## src/rtl/ex_multicycle_pkg.sv

```systemverilog
// Shared definitions for the execute stage: MIPS funct codes, FSM state
// encoding and the op-class decode used by the top and the mul/div unit.
package ex_multicycle_pkg;

    localparam logic [5:0] FUNCT_SLL   = 6'h00;
    localparam logic [5:0] FUNCT_SRL   = 6'h02;
    localparam logic [5:0] FUNCT_SRA   = 6'h03;
    localparam logic [5:0] FUNCT_MFHI  = 6'h10;
    localparam logic [5:0] FUNCT_MTHI  = 6'h11;
    localparam logic [5:0] FUNCT_MFLO  = 6'h12;
    localparam logic [5:0] FUNCT_MTLO  = 6'h13;
    localparam logic [5:0] FUNCT_MULT  = 6'h18;
    localparam logic [5:0] FUNCT_MULTU = 6'h19;
    localparam logic [5:0] FUNCT_DIV   = 6'h1A;
    localparam logic [5:0] FUNCT_DIVU  = 6'h1B;
    localparam logic [5:0] FUNCT_ADDU  = 6'h21;
    localparam logic [5:0] FUNCT_SUBU  = 6'h23;
    localparam logic [5:0] FUNCT_AND   = 6'h24;
    localparam logic [5:0] FUNCT_OR    = 6'h25;
    localparam logic [5:0] FUNCT_XOR   = 6'h26;
    localparam logic [5:0] FUNCT_NOR   = 6'h27;
    localparam logic [5:0] FUNCT_SLT   = 6'h2A;
    localparam logic [5:0] FUNCT_SLTU  = 6'h2B;

    typedef enum logic [1:0] {ST_IDLE, ST_MUL, ST_DIV, ST_FIX} ex_state_t;

    typedef enum logic [2:0] {
        OPC_ALU, OPC_MTHI, OPC_MTLO, OPC_MULDIV, OPC_UNKNOWN
    } op_class_t;

    function automatic op_class_t op_class(input logic [5:0] f);
        op_class_t c;
        case (f)
            FUNCT_SLL, FUNCT_SRL, FUNCT_SRA, FUNCT_ADDU, FUNCT_SUBU,
            FUNCT_AND, FUNCT_OR, FUNCT_XOR, FUNCT_NOR, FUNCT_SLT,
            FUNCT_SLTU, FUNCT_MFHI, FUNCT_MFLO:                   c = OPC_ALU;
            FUNCT_MTHI:                                           c = OPC_MTHI;
            FUNCT_MTLO:                                           c = OPC_MTLO;
            FUNCT_MULT, FUNCT_MULTU, FUNCT_DIV, FUNCT_DIVU:       c = OPC_MULDIV;
            default:                                              c = OPC_UNKNOWN;
        endcase
        return c;
    endfunction

    function automatic logic is_div_op(input logic [5:0] f);
        return (f == FUNCT_DIV) || (f == FUNCT_DIVU);
    endfunction

    function automatic logic is_signed_op(input logic [5:0] f);
        return (f == FUNCT_MULT) || (f == FUNCT_DIV);
    endfunction

endpackage

```

## src/rtl/ex_multicycle_if.sv

```systemverilog
// ID-to-EX issue channel and EX result bundle.
interface ex_multicycle_if #(
    parameter int DATA_WIDTH     = 32,
    parameter int REG_ADDR_WIDTH = 5,
    parameter int FUNCT_WIDTH    = 6,
    parameter int SHAMT_WIDTH    = 5
);
    // Handshake: an op transfers on a rising edge where in_valid & in_ready
    // and no flush; in_ready depends only on EX state, never on in_valid.
    // valid_out is a one-cycle pulse with no back-pressure from the consumer.
    logic                      in_valid;
    logic                      in_ready;
    logic [FUNCT_WIDTH-1:0]    funct;
    logic [SHAMT_WIDTH-1:0]    shamt;
    logic [DATA_WIDTH-1:0]     operand_1;
    logic [DATA_WIDTH-1:0]     operand_2;
    logic                      write_reg_en_in;
    logic [REG_ADDR_WIDTH-1:0] write_reg_addr_in;
    logic                      valid_out;
    logic [DATA_WIDTH-1:0]     result_out;
    logic                      write_reg_en_out;
    logic [REG_ADDR_WIDTH-1:0] write_reg_addr_out;

    modport master (
        output in_valid, funct, shamt, operand_1, operand_2,
               write_reg_en_in, write_reg_addr_in,
        input  in_ready, valid_out, result_out, write_reg_en_out,
               write_reg_addr_out
    );

    modport slave (
        input  in_valid, funct, shamt, operand_1, operand_2,
               write_reg_en_in, write_reg_addr_in,
        output in_ready, valid_out, result_out, write_reg_en_out,
               write_reg_addr_out
    );
endinterface

```

## src/rtl/ex_muldiv_unit.sv

```systemverilog
// Iterative shift-add multiplier and restoring divider, one bit per cycle,
// with magnitude/sign handling and the final HI/LO sign correction.
module ex_muldiv_unit
    import ex_multicycle_pkg::*;
#(
    parameter int DATA_WIDTH = 32
) (
    input  logic                  clk,
    input  logic                  rst,
    input  logic                  flush,
    input  logic                  start,
    input  logic                  is_div,
    input  logic                  is_signed,
    input  logic [DATA_WIDTH-1:0] op_a,
    input  logic [DATA_WIDTH-1:0] op_b,
    output logic                  busy,
    output logic                  done,
    output logic [DATA_WIDTH-1:0] hi,
    output logic [DATA_WIDTH-1:0] lo,
    output ex_state_t             state_dbg
);
    localparam int W  = DATA_WIDTH;
    localparam int CW = $clog2(DATA_WIDTH + 1);

    ex_state_t       state, state_next;
    logic [CW-1:0]   count;
    logic [W-1:0]    acc_hi, acc_lo, opnd, raw_a;
    logic            op_div, neg_res, neg_rem, div_zero;
    logic            a_neg, b_neg;
    logic [W-1:0]    mag_a, mag_b;
    logic [W:0]      mul_sum;
    logic [W:0]      div_shift;
    logic [W+1:0]    div_diff;
    logic [2*W-1:0]  prod, prod_fix;
    logic [W-1:0]    quot, rem;

    assign a_neg = is_signed & op_a[W-1];
    assign b_neg = is_signed & op_b[W-1];
    assign mag_a = a_neg ? -op_a : op_a;
    assign mag_b = b_neg ? -op_b : op_b;

    // Multiply: acc_lo holds the multiplier and shifts out as product bits fill in.
    assign mul_sum   = {1'b0, acc_hi} + (acc_lo[0] ? {1'b0, opnd} : '0);
    // Divide: acc_hi is the partial remainder, acc_lo the dividend/quotient.
    assign div_shift = {acc_hi, acc_lo[W-1]};
    assign div_diff  = {1'b0, div_shift} - {2'b00, opnd};

    always_ff @(posedge clk or negedge rst) begin
        if (!rst) state <= ST_IDLE;
        else      state <= state_next;
    end

    always_comb begin
        state_next = state;
        case (state)
            ST_IDLE: if (start) state_next = is_div ? ST_DIV : ST_MUL;
            ST_MUL, ST_DIV: if (count == CW'(1)) state_next = ST_FIX;
            ST_FIX:  state_next = ST_IDLE;
            default: state_next = ST_IDLE;
        endcase
        if (flush) state_next = ST_IDLE;
    end

    always_ff @(posedge clk or negedge rst) begin
        if (!rst) begin
            count    <= '0;
            acc_hi   <= '0;
            acc_lo   <= '0;
            opnd     <= '0;
            raw_a    <= '0;
            op_div   <= 1'b0;
            neg_res  <= 1'b0;
            neg_rem  <= 1'b0;
            div_zero <= 1'b0;
        end else if (state == ST_IDLE && start) begin
            count    <= CW'(DATA_WIDTH);
            acc_hi   <= '0;
            acc_lo   <= is_div ? mag_a : mag_b;
            opnd     <= is_div ? mag_b : mag_a;
            raw_a    <= op_a;
            op_div   <= is_div;
            neg_res  <= a_neg ^ b_neg;
            neg_rem  <= is_div & a_neg;
            div_zero <= (op_b == '0);
        end else if (state == ST_MUL) begin
            acc_hi <= mul_sum[W:1];
            acc_lo <= {mul_sum[0], acc_lo[W-1:1]};
            count  <= count - CW'(1);
        end else if (state == ST_DIV) begin
            if (!div_diff[W+1]) begin
                acc_hi <= div_diff[W-1:0];
                acc_lo <= {acc_lo[W-2:0], 1'b1};
            end else begin
                acc_hi <= div_shift[W-1:0];
                acc_lo <= {acc_lo[W-2:0], 1'b0};
            end
            count <= count - CW'(1);
        end
    end

    assign prod     = {acc_hi, acc_lo};
    assign prod_fix = neg_res ? -prod : prod;
    assign quot     = neg_res ? -acc_lo : acc_lo;
    assign rem      = neg_rem ? -acc_hi : acc_hi;

    // Most-negative / -1 needs no special case: the unsigned magnitude
    // quotient already has the most-negative bit pattern and remainder 0.
    always_comb begin
        hi = prod_fix[2*W-1:W];
        lo = prod_fix[W-1:0];
        if (op_div) begin
            if (div_zero) begin
                lo = '1;
                hi = raw_a;
            end else begin
                lo = quot;
                hi = rem;
            end
        end
    end

    assign busy      = (state != ST_IDLE);
    assign done      = (state == ST_FIX) && !flush;
    assign state_dbg = state;

endmodule

```

## src/rtl/ex_multicycle.sv

```systemverilog
// MIPS execute stage: registered single-cycle ALU/shift results, HI/LO
// registers and moves, and dispatch of mul/div to the iterative unit.
module ex_multicycle
    import ex_multicycle_pkg::*;
#(
    parameter int DATA_WIDTH     = 32,
    parameter int REG_ADDR_WIDTH = 5,
    parameter int FUNCT_WIDTH    = 6,
    parameter int SHAMT_WIDTH    = 5
) (
    input  logic            clk,
    input  logic            rst,
    input  logic            flush,
    ex_multicycle_if.slave  bus,
    output ex_state_t       state_dbg
);
    localparam int W = DATA_WIDTH;

    logic [FUNCT_WIDTH-1:0]    funct_w;
    logic [SHAMT_WIDTH-1:0]    shamt_w;
    logic [5:0]                funct6;
    op_class_t                 cls;
    logic                      accept, md_start, md_busy, md_done;
    logic [W-1:0]              md_hi, md_lo, alu_result;
    logic [W-1:0]              hi_q, lo_q, result_q;
    logic                      valid_q, wen_q;
    logic [REG_ADDR_WIDTH-1:0] waddr_q, md_addr;

    assign funct_w = bus.funct;
    assign shamt_w = bus.shamt;
    assign funct6  = funct_w[5:0];
    assign cls     = op_class(funct6);

    assign bus.in_ready = !md_busy;
    assign accept       = bus.in_valid & bus.in_ready & !flush;
    assign md_start     = accept && (cls == OPC_MULDIV);

    always_comb begin
        alu_result = '0;
        case (funct6)
            FUNCT_SLL:  alu_result = bus.operand_2 << shamt_w;
            FUNCT_SRL:  alu_result = bus.operand_2 >> shamt_w;
            FUNCT_SRA:  alu_result = $unsigned($signed(bus.operand_2) >>> shamt_w);
            FUNCT_ADDU: alu_result = bus.operand_1 + bus.operand_2;
            FUNCT_SUBU: alu_result = bus.operand_1 - bus.operand_2;
            FUNCT_AND:  alu_result = bus.operand_1 & bus.operand_2;
            FUNCT_OR:   alu_result = bus.operand_1 | bus.operand_2;
            FUNCT_XOR:  alu_result = bus.operand_1 ^ bus.operand_2;
            FUNCT_NOR:  alu_result = ~(bus.operand_1 | bus.operand_2);
            FUNCT_SLT:  alu_result = {{(W-1){1'b0}},
                                      $signed(bus.operand_1) < $signed(bus.operand_2)};
            FUNCT_SLTU: alu_result = {{(W-1){1'b0}}, bus.operand_1 < bus.operand_2};
            FUNCT_MFHI: alu_result = hi_q;
            FUNCT_MFLO: alu_result = lo_q;
            default:    alu_result = '0;
        endcase
    end

    ex_muldiv_unit #(.DATA_WIDTH(DATA_WIDTH)) u_muldiv (
        .clk       (clk),
        .rst       (rst),
        .flush     (flush),
        .start     (md_start),
        .is_div    (is_div_op(funct6)),
        .is_signed (is_signed_op(funct6)),
        .op_a      (bus.operand_1),
        .op_b      (bus.operand_2),
        .busy      (md_busy),
        .done      (md_done),
        .hi        (md_hi),
        .lo        (md_lo),
        .state_dbg (state_dbg)
    );

    // Ops that only touch HI/LO still issue a bundle, with the GPR write off.
    always_ff @(posedge clk or negedge rst) begin
        if (!rst) begin
            hi_q     <= '0;
            lo_q     <= '0;
            valid_q  <= 1'b0;
            result_q <= '0;
            wen_q    <= 1'b0;
            waddr_q  <= '0;
            md_addr  <= '0;
        end else begin
            valid_q <= 1'b0;
            if (md_done) begin
                hi_q     <= md_hi;
                lo_q     <= md_lo;
                valid_q  <= 1'b1;
                result_q <= '0;
                wen_q    <= 1'b0;
                waddr_q  <= md_addr;
            end else if (accept) begin
                case (cls)
                    OPC_MULDIV: md_addr <= bus.write_reg_addr_in;
                    OPC_MTHI, OPC_MTLO: begin
                        if (cls == OPC_MTHI) hi_q <= bus.operand_1;
                        else                 lo_q <= bus.operand_1;
                        valid_q  <= 1'b1;
                        result_q <= '0;
                        wen_q    <= 1'b0;
                        waddr_q  <= bus.write_reg_addr_in;
                    end
                    default: begin
                        valid_q  <= 1'b1;
                        result_q <= alu_result;
                        wen_q    <= bus.write_reg_en_in;
                        waddr_q  <= bus.write_reg_addr_in;
                    end
                endcase
            end
        end
    end

    assign bus.valid_out          = valid_q;
    assign bus.result_out         = result_q;
    assign bus.write_reg_en_out   = wen_q;
    assign bus.write_reg_addr_out = waddr_q;

endmodule

```

## src/flat_wrapper.sv

```systemverilog
// flat-port wrapper written by rule: the top's interface ports become plain ports
module ex_multicycle_flat import ex_multicycle_pkg::*;
#(
    parameter int DATA_WIDTH     = 32,
    parameter int REG_ADDR_WIDTH = 5,
    parameter int FUNCT_WIDTH    = 6,
    parameter int SHAMT_WIDTH    = 5
)
  (clk, rst, flush, state_dbg, bus_in_valid, bus_funct, bus_shamt, bus_operand_1, bus_operand_2, bus_write_reg_en_in, bus_write_reg_addr_in, bus_in_ready, bus_valid_out, bus_result_out, bus_write_reg_en_out, bus_write_reg_addr_out);
  ex_multicycle_if #(.DATA_WIDTH(DATA_WIDTH), .REG_ADDR_WIDTH(REG_ADDR_WIDTH), .FUNCT_WIDTH(FUNCT_WIDTH), .SHAMT_WIDTH(SHAMT_WIDTH)) bus_i ();
  input  logic clk;
  input  logic rst;
  input  logic flush;
  output ex_state_t state_dbg;
  input wire logic [$bits(bus_i.in_valid)-1:0] bus_in_valid;
  input wire logic [$bits(bus_i.funct)-1:0] bus_funct;
  input wire logic [$bits(bus_i.shamt)-1:0] bus_shamt;
  input wire logic [$bits(bus_i.operand_1)-1:0] bus_operand_1;
  input wire logic [$bits(bus_i.operand_2)-1:0] bus_operand_2;
  input wire logic [$bits(bus_i.write_reg_en_in)-1:0] bus_write_reg_en_in;
  input wire logic [$bits(bus_i.write_reg_addr_in)-1:0] bus_write_reg_addr_in;
  output wire logic [$bits(bus_i.in_ready)-1:0] bus_in_ready;
  output wire logic [$bits(bus_i.valid_out)-1:0] bus_valid_out;
  output wire logic [$bits(bus_i.result_out)-1:0] bus_result_out;
  output wire logic [$bits(bus_i.write_reg_en_out)-1:0] bus_write_reg_en_out;
  output wire logic [$bits(bus_i.write_reg_addr_out)-1:0] bus_write_reg_addr_out;
  assign bus_i.in_valid = bus_in_valid;
  assign bus_i.funct = bus_funct;
  assign bus_i.shamt = bus_shamt;
  assign bus_i.operand_1 = bus_operand_1;
  assign bus_i.operand_2 = bus_operand_2;
  assign bus_i.write_reg_en_in = bus_write_reg_en_in;
  assign bus_i.write_reg_addr_in = bus_write_reg_addr_in;
  assign bus_in_ready = bus_i.in_ready;
  assign bus_valid_out = bus_i.valid_out;
  assign bus_result_out = bus_i.result_out;
  assign bus_write_reg_en_out = bus_i.write_reg_en_out;
  assign bus_write_reg_addr_out = bus_i.write_reg_addr_out;
  ex_multicycle #(.DATA_WIDTH(DATA_WIDTH), .REG_ADDR_WIDTH(REG_ADDR_WIDTH), .FUNCT_WIDTH(FUNCT_WIDTH), .SHAMT_WIDTH(SHAMT_WIDTH)) u_core (.clk(clk), .rst(rst), .flush(flush), .bus(bus_i), .state_dbg(state_dbg));
endmodule
```

## config.mk

```make
export PLATFORM = sky130hd
export DESIGN_NAME = ex_multicycle_flat
export DESIGN_NICKNAME = d
export VERILOG_FILES = /design/src/rtl/ex_multicycle_pkg.sv /design/src/rtl/ex_multicycle_if.sv /design/src/rtl/ex_muldiv_unit.sv /design/src/rtl/ex_multicycle.sv /design/src/flat_wrapper.sv
export SDC_FILE = /design/constraint.sdc
export NUM_CORES = 2
export LEC_CHECK = 0
export ABC_CLOCK_PERIOD_IN_PS = 7000
export BUFFER_PORTS_ARGS = -buffer_cell sky130_fd_sc_hd__buf_2
export CAP_MARGIN = 20
export CORE_AREA = 5 5 263 265
export DETAILED_ROUTE_END_ITERATION = 6
export DIE_AREA = 0 0 268 270
export GPL_TIMING_DRIVEN = 0
export PLACE_DENSITY = 0.57
export SYNTH_ARGS = -nofsm -noshare
export SYNTH_HDL_FRONTEND = slang
export SYNTH_HIERARCHICAL = 1
export SYNTH_SLANG_ARGS = --single-unit
```

## constraint.sdc

```tcl
create_clock -name clk -period 7 [get_ports clk]
set_clock_uncertainty 0.05 [all_clocks]
set_input_delay 1.4 -clock clk [delete_from_list [all_inputs] [get_ports clk]]
set_output_delay 1.4 -clock clk [all_outputs]
set_load 0.02 [all_outputs]
```

# Word level (Yosys, flattened, before mapping)
# Memories as Yosys holds them, arrays and structs flattened.
# Index checks and enable logic that the tools add are counted.
[op_classes] addsub=10 multipliers=0 n_div=0 magnitude_cmp=2 eq_ne=26 shift=3 muxes=49 bitwise_logic=11 n_reduce_logical=22
[op_table] operator="$mux W32" n=28
[op_table] operator="$pmux W32 S13" n=1
[op_table] operator="$neg A32 Y32" n=4
[op_table] operator="$lt A32 B32 Y1" n=2
[op_table] operator="$mux W64" n=1
[op_table] operator="$neg A64 Y64" n=1
[op_table] operator="$pmux W32 S2" n=1
[op_table] operator="$eq A6 B6 Y1 const B" n=8
[op_table] operator="$sub A33 B32 Y34" n=1
[op_table] operator="$add A32 B32 Y33" n=1
[op_table] operator="$add A32 B32 Y32" n=1
[op_table] operator="$and A32 B32 Y32" n=1
[op_table] operator="$logic_not A32 Y1" n=1
[op_table] operator="$not A32 Y32" n=1
[op_table] operator="$or A32 B32 Y32" n=1
[op_table] operator="$shl A32 B5 Y32" n=1
[op_table] operator="$shr A32 B5 Y32" n=1
[op_table] operator="$sshr A32 B5 Y32" n=1
[op_table] operator="$sub A32 B32 Y32" n=1
[op_table] operator="$xor A32 B32 Y32" n=1
[op_table] operator="$eq A6 B5 Y1 const B" n=5
[op_table] operator="$mux W6" n=3
[op_table] operator="$mux W5" n=3
[op_table] operator="$eq A6 B2 Y1 const B" n=2
[op_table] operator="25 further kinds" n=52
[totals] regBits=248 latchBits=0 ram_bits=0 romBits=192 input_bits=85 out_inout_bits=42 wordCells=141 memories=1
[memory_table] memory="(no name shown)" words=64 word_bits=3 rd=1 rd_ports_with_merged_regs=0 wr=0 line="ex_multicycle_pkg.sv:33" rtl="case (f)"

# Logic depth before layout (Yosys ltp)
[depth] depth_word=8 ltp_mapped=14 ltp_nobuf=13

# Hierarchy
# Netlist, hierarchy kept.
[modules_own_cells] mod="ex_multicycle" n_inst=1 cells_each=1961 area_per_inst_um2=15075.7 seq_area_each_um2=2702.6
[modules_own_cells] mod="ex_muldiv_unit" n_inst=1 cells_each=2004 area_per_inst_um2=14493.9 seq_area_each_um2=3503.4

# Worst setup path before layout
# Ideal clock, no wire load.
[synth_timing] kind="input-to-reg" start="input bus_operand_1[4]" end="register u_core.u_muldiv.opnd[29]" setup_time_ns=0.090 arrival_time_ns=3.731 t_required_ns=6.860 slack_ns=3.128 stages=9 path_buffers=0 path_cell_list="nor4_2 -> and3_1 -> nor3b_1 -> nand2_1 -> or4_1 -> o41ai_1 -> xor2_1 -> or3_1 -> o221ai_1"
[synth_via] elab_chain_len=3
[synth_lines] element="start, declared" line="flat_wrapper.sv:18" rtl="input wire logic [$bits(bus_i.operand_1)-1:0] bus_operand_1;"
[synth_lines] element="$neg A32 Y32" line="ex_muldiv_unit.sv:39" rtl="assign mag_a = a_neg ? -op_a : op_a;"
[synth_lines] element="$mux W32" line="ex_muldiv_unit.sv:39"
[synth_lines] element="$mux W32" line="ex_muldiv_unit.sv:79" rtl="opnd <= is_div ? mag_b : mag_a;"
[synth_lines] element="end signal, assigned" line="ex_muldiv_unit.sv:79"
[synth_lines] element="end, declared" line="ex_muldiv_unit.sv:27" rtl="logic [W-1:0] acc_hi, acc_lo, opnd, raw_a;"
# Every way passes these cells.
# A chain may end at the register's enable or synchronous reset.

# Worst setup path after layout
[layout_timing] start="input bus_funct[0]" end="register u_core.u_muldiv.opnd[8]"
[layout_via] elab_chain_len=5 elab_cells_between_ends=14 classes_between="4 x eq/ne; 3 x mux; 2 x bitwise; 4 x reduce/logical; 1 x memory"
[layout_lines] element="start, declared" line="flat_wrapper.sv:16" rtl="input wire logic [$bits(bus_i.funct)-1:0] bus_funct;"
[layout_lines] element="parallel branches: the longest is 5 deep, another holds $mem_v2 Z64 W3"
# Parallel ways; which one is timed is not known.

==> impl_metrics.tcl <==
set metrics [dict create \
    status "completed" \
    fin_crit_ns 5.29 \
    dp_hpwl_um 127000 \
    syn_avg_cell_area_um2 7.46 \
    relSlewSlack_pct 4.44 \
    cts.repair.resized 0 \
    fin_nets 4401 \
    final_util_pct 48.8 \
    tns_ns 0 \
    grt_util_all_layers_pct 42.2 \
    wl_per_cell_um 31.7 \
    vias 33600 \
    initial_core_util_pct 44.4 \
    peakVddDrop_uv 225 \
    power_w 0.00893 \
    cts_inserted_buffers 34 \
    h-tree-depth 2 \
    synth_nets 4242 \
    final_cell_mix "515 x nand2_1, 380 x nor2_1, 352 x a21oi_1, 334 x o21ai_0, 248 x dfrtp_1" \
    path_class "input port to flop" \
    drt_iter0_drc 4672 \
    cp-end-kind "flop" \
    io_buffer_count 120 \
    min_to "u_core/bus.result_out[10]" \
    rrSetupSlack_ns 2.35 \
    route.detailed.drc 0 \
    dr.pass1.iters 6 \
    rows 95 \
    antenna_found_initial 4 \
    crit_path_start "bus_funct[0]" \
    min_period_over_period_pct 75.5 \
    hold-worst-slack_ns 0.420 \
    setup_viol 0 \
    cp-start-kind "input port" \
    syn_area_um2 29600 \
    cts.sinks 248 \
    power.leakage_nw 13.9 \
    first_global_vias 31500 \
    rr_startpoint "u_core/u_muldiv/acc_lo[0]" \
    fmax_mhz 189 \
    globalRouteOverflowTotal 0 \
    synth-main-ff-cell "dfrtp_1" \
    ant_nets 0 \
    cp_data_arrival_time_ns 5.64 \
    clkTransAtPathRegs_ns 0.06 \
    min_from "u_core/bus.result_out[10]" \
    cts.hold.buffers_added 0 \
    grt_max_degree 111 \
    chipWidth_um 268 \
    worst-endpoint-required_ns 7.35 \
    die_area_um2 72400 \
    postLayoutCellArea_um2 32500 \
    ys_types 109 \
    clockBufferDepth 3 \
    wl_um 159000 \
    final_layout_size_suffix_gt1_share_pct 8.96 \
    rsz0062_at_grt "no" \
    tightest_slew_ns 1.43 \
    cts_tree "yes" \
    synth_seq_cells 248 \
    synth-edff-count 0 \
    drv_slew 0 \
    coreArea_um2 66600 \
    reg2reg_depth 14 \
    maxCapViolCount 0 \
    netlist_instances 3965 \
    placed_area_um2 31300 \
    syn_to_final_growth_pct 9.90 \
    cp_max_fo 10 \
    gp_routability_congestion 1.12 \
    post_cts_buffers 0 \
    synth-async-reset-ratio_pct 100 \
    grt_pass1_wl_um 226000 \
    r2r-end "u_core/hi_q[2]" \
    io_pins 127 \
    hp-class "flop to flop" \
    hold_depth 2 \
    power_per_cell_area_nw_per_um2 275 \
    viasPerCell 6.68 \
    ys_warn_count 6 \
    root_buffer "clkbuf_16" \
    die_h_um 270 \
    synth_seq_area_share_pct 21.0 \
    clk_latency_ns 0.58 \
    final_common_cell "nand2_1" \
    finalHoldViolCount 0 \
]
[logic make-up after synthesis]
logic type | after synthesis | synth area share (%)
adder cells (fa/ha/maj) | 192 | 8.23
XOR/XNOR | 201 | 5.95
AO/OA/AOI/OAI | 1293 | 28.0
multiplexers | 236 | 10.0
AND/OR/NAND/NOR | 1326 | 20.5
flip-flops | 248 | 21.0
buffers and inverters | 469 | 6.29
[power breakdown]
| group | internal (W) | switching (W) | total [W] |
|---|---|---|---|
| Clock | 0.00105 | 0.000794 | 0.00184 |
| Combinational | 0.00171 | 0.00307 | 0.00478 |
| Sequential | 0.00177 | 0.000547 | 0.00231 |
| Total | 0.00452 | 0.00441 | 0.00893 |
[worst max-delay path: stages]
cell	delay, ns
buf_2	0.22
buf_2	0.32
buf_1	0.69
clkbuf_1	0.78
nor2_1	0.34
nand2_1	0.20
clkbuf_1	0.41
a31oi_1	0.11
xnor2_1	0.45
nand2_1	0.10
o211ai_1	0.39
o21ai_0	0.20
[synth_stat cells (45+ instances only)]
cell type	count	area share [%]
ha_1	188	8.0
nand2_1	515	6.5
a211oi_1	74	1.9
buf_2	53	0.90
nand3_1	59	1.0
o21ai_0	334	5.7
a21o_1	67	1.7
xnor2_1	99	2.9
o211ai_1	75	1.9
inv_1	178	2.3
a21oi_1	352	6.0
nor2_1	380	4.8
dfrtp_1	248	21
clkbuf_1	195	2.5
mux2i_1	160	5.4
xor2_1	102	3.0
nor3_1	81	1.4
mux4_2	45	3.4
[area by class of cell]
cell class / count / area, um^2
Timing Repair Buffer: 123 / 673
Multi-Input combinational cell: 3248 / 21500
Fill cell: 6909 / 34100
Tap cell: 873 / 1090
Clock inverter: 16 / 194
Antenna cell: 5 / 12.5
Buffer: 287 / 1180
Inverter: 182 / 683
Sequential cell: 248 / 6210
Clock buffer: 46 / 956
[flip-flops by register name (all words and copies together) (netlist names)]
signal                         cells
u_core/u_muldiv/div_zero           1
u_core/u_muldiv/acc_lo            32
u_core/u_muldiv/neg_res            1
u_core/bus.write_reg_addr_out      5
u_core/hi_q                       32
u_core/u_muldiv/state_dbg          2
u_core/u_muldiv/count              6
u_core/lo_q                       32
u_core/u_muldiv/raw_a             32
u_core/bus.write_reg_en_out        1
u_core/md_addr                     5
u_core/bus.result_out             32
u_core/u_muldiv/neg_rem            1
u_core/u_muldiv/acc_hi            32
u_core/bus.valid_out               1
u_core/u_muldiv/opnd              32
u_core/u_muldiv/op_div             1
[worst max-delay path by stage]
| stage | endpoint | cells after the start | slack, ns |
|---|---|---|---|
| floorplan | u_core/u_muldiv/opnd[29] | 9 | 3.13 |
| global placement | u_core/u_muldiv/count[0] | 1 | -0.49 |
| detailed placement | u_core/u_muldiv/opnd[8] | 11 | 1.40 |
| CTS | u_core/u_muldiv/opnd[8] | 11 | 1.99 |
| global route | u_core/u_muldiv/opnd[8] | 12 | 1.81 |
| finish | u_core/u_muldiv/opnd[8] | 12 | 1.71 |
[routing by layer]
metal  routed length [um]  track usage [%]
met5                    0                0
met2                68000             64.3
met4                19300             37.9
met3                14200             6.31
met1                57800             51.1
[through the flow]
step	setup slack [ns]	cells
floorplan	3.13	3965
global placement	-0.492	4958
detailed placement	1.40	4960
CTS	1.99	5022
global route	1.81	5023
finish	1.71	5028
Power figures use the tool's default switching activity.
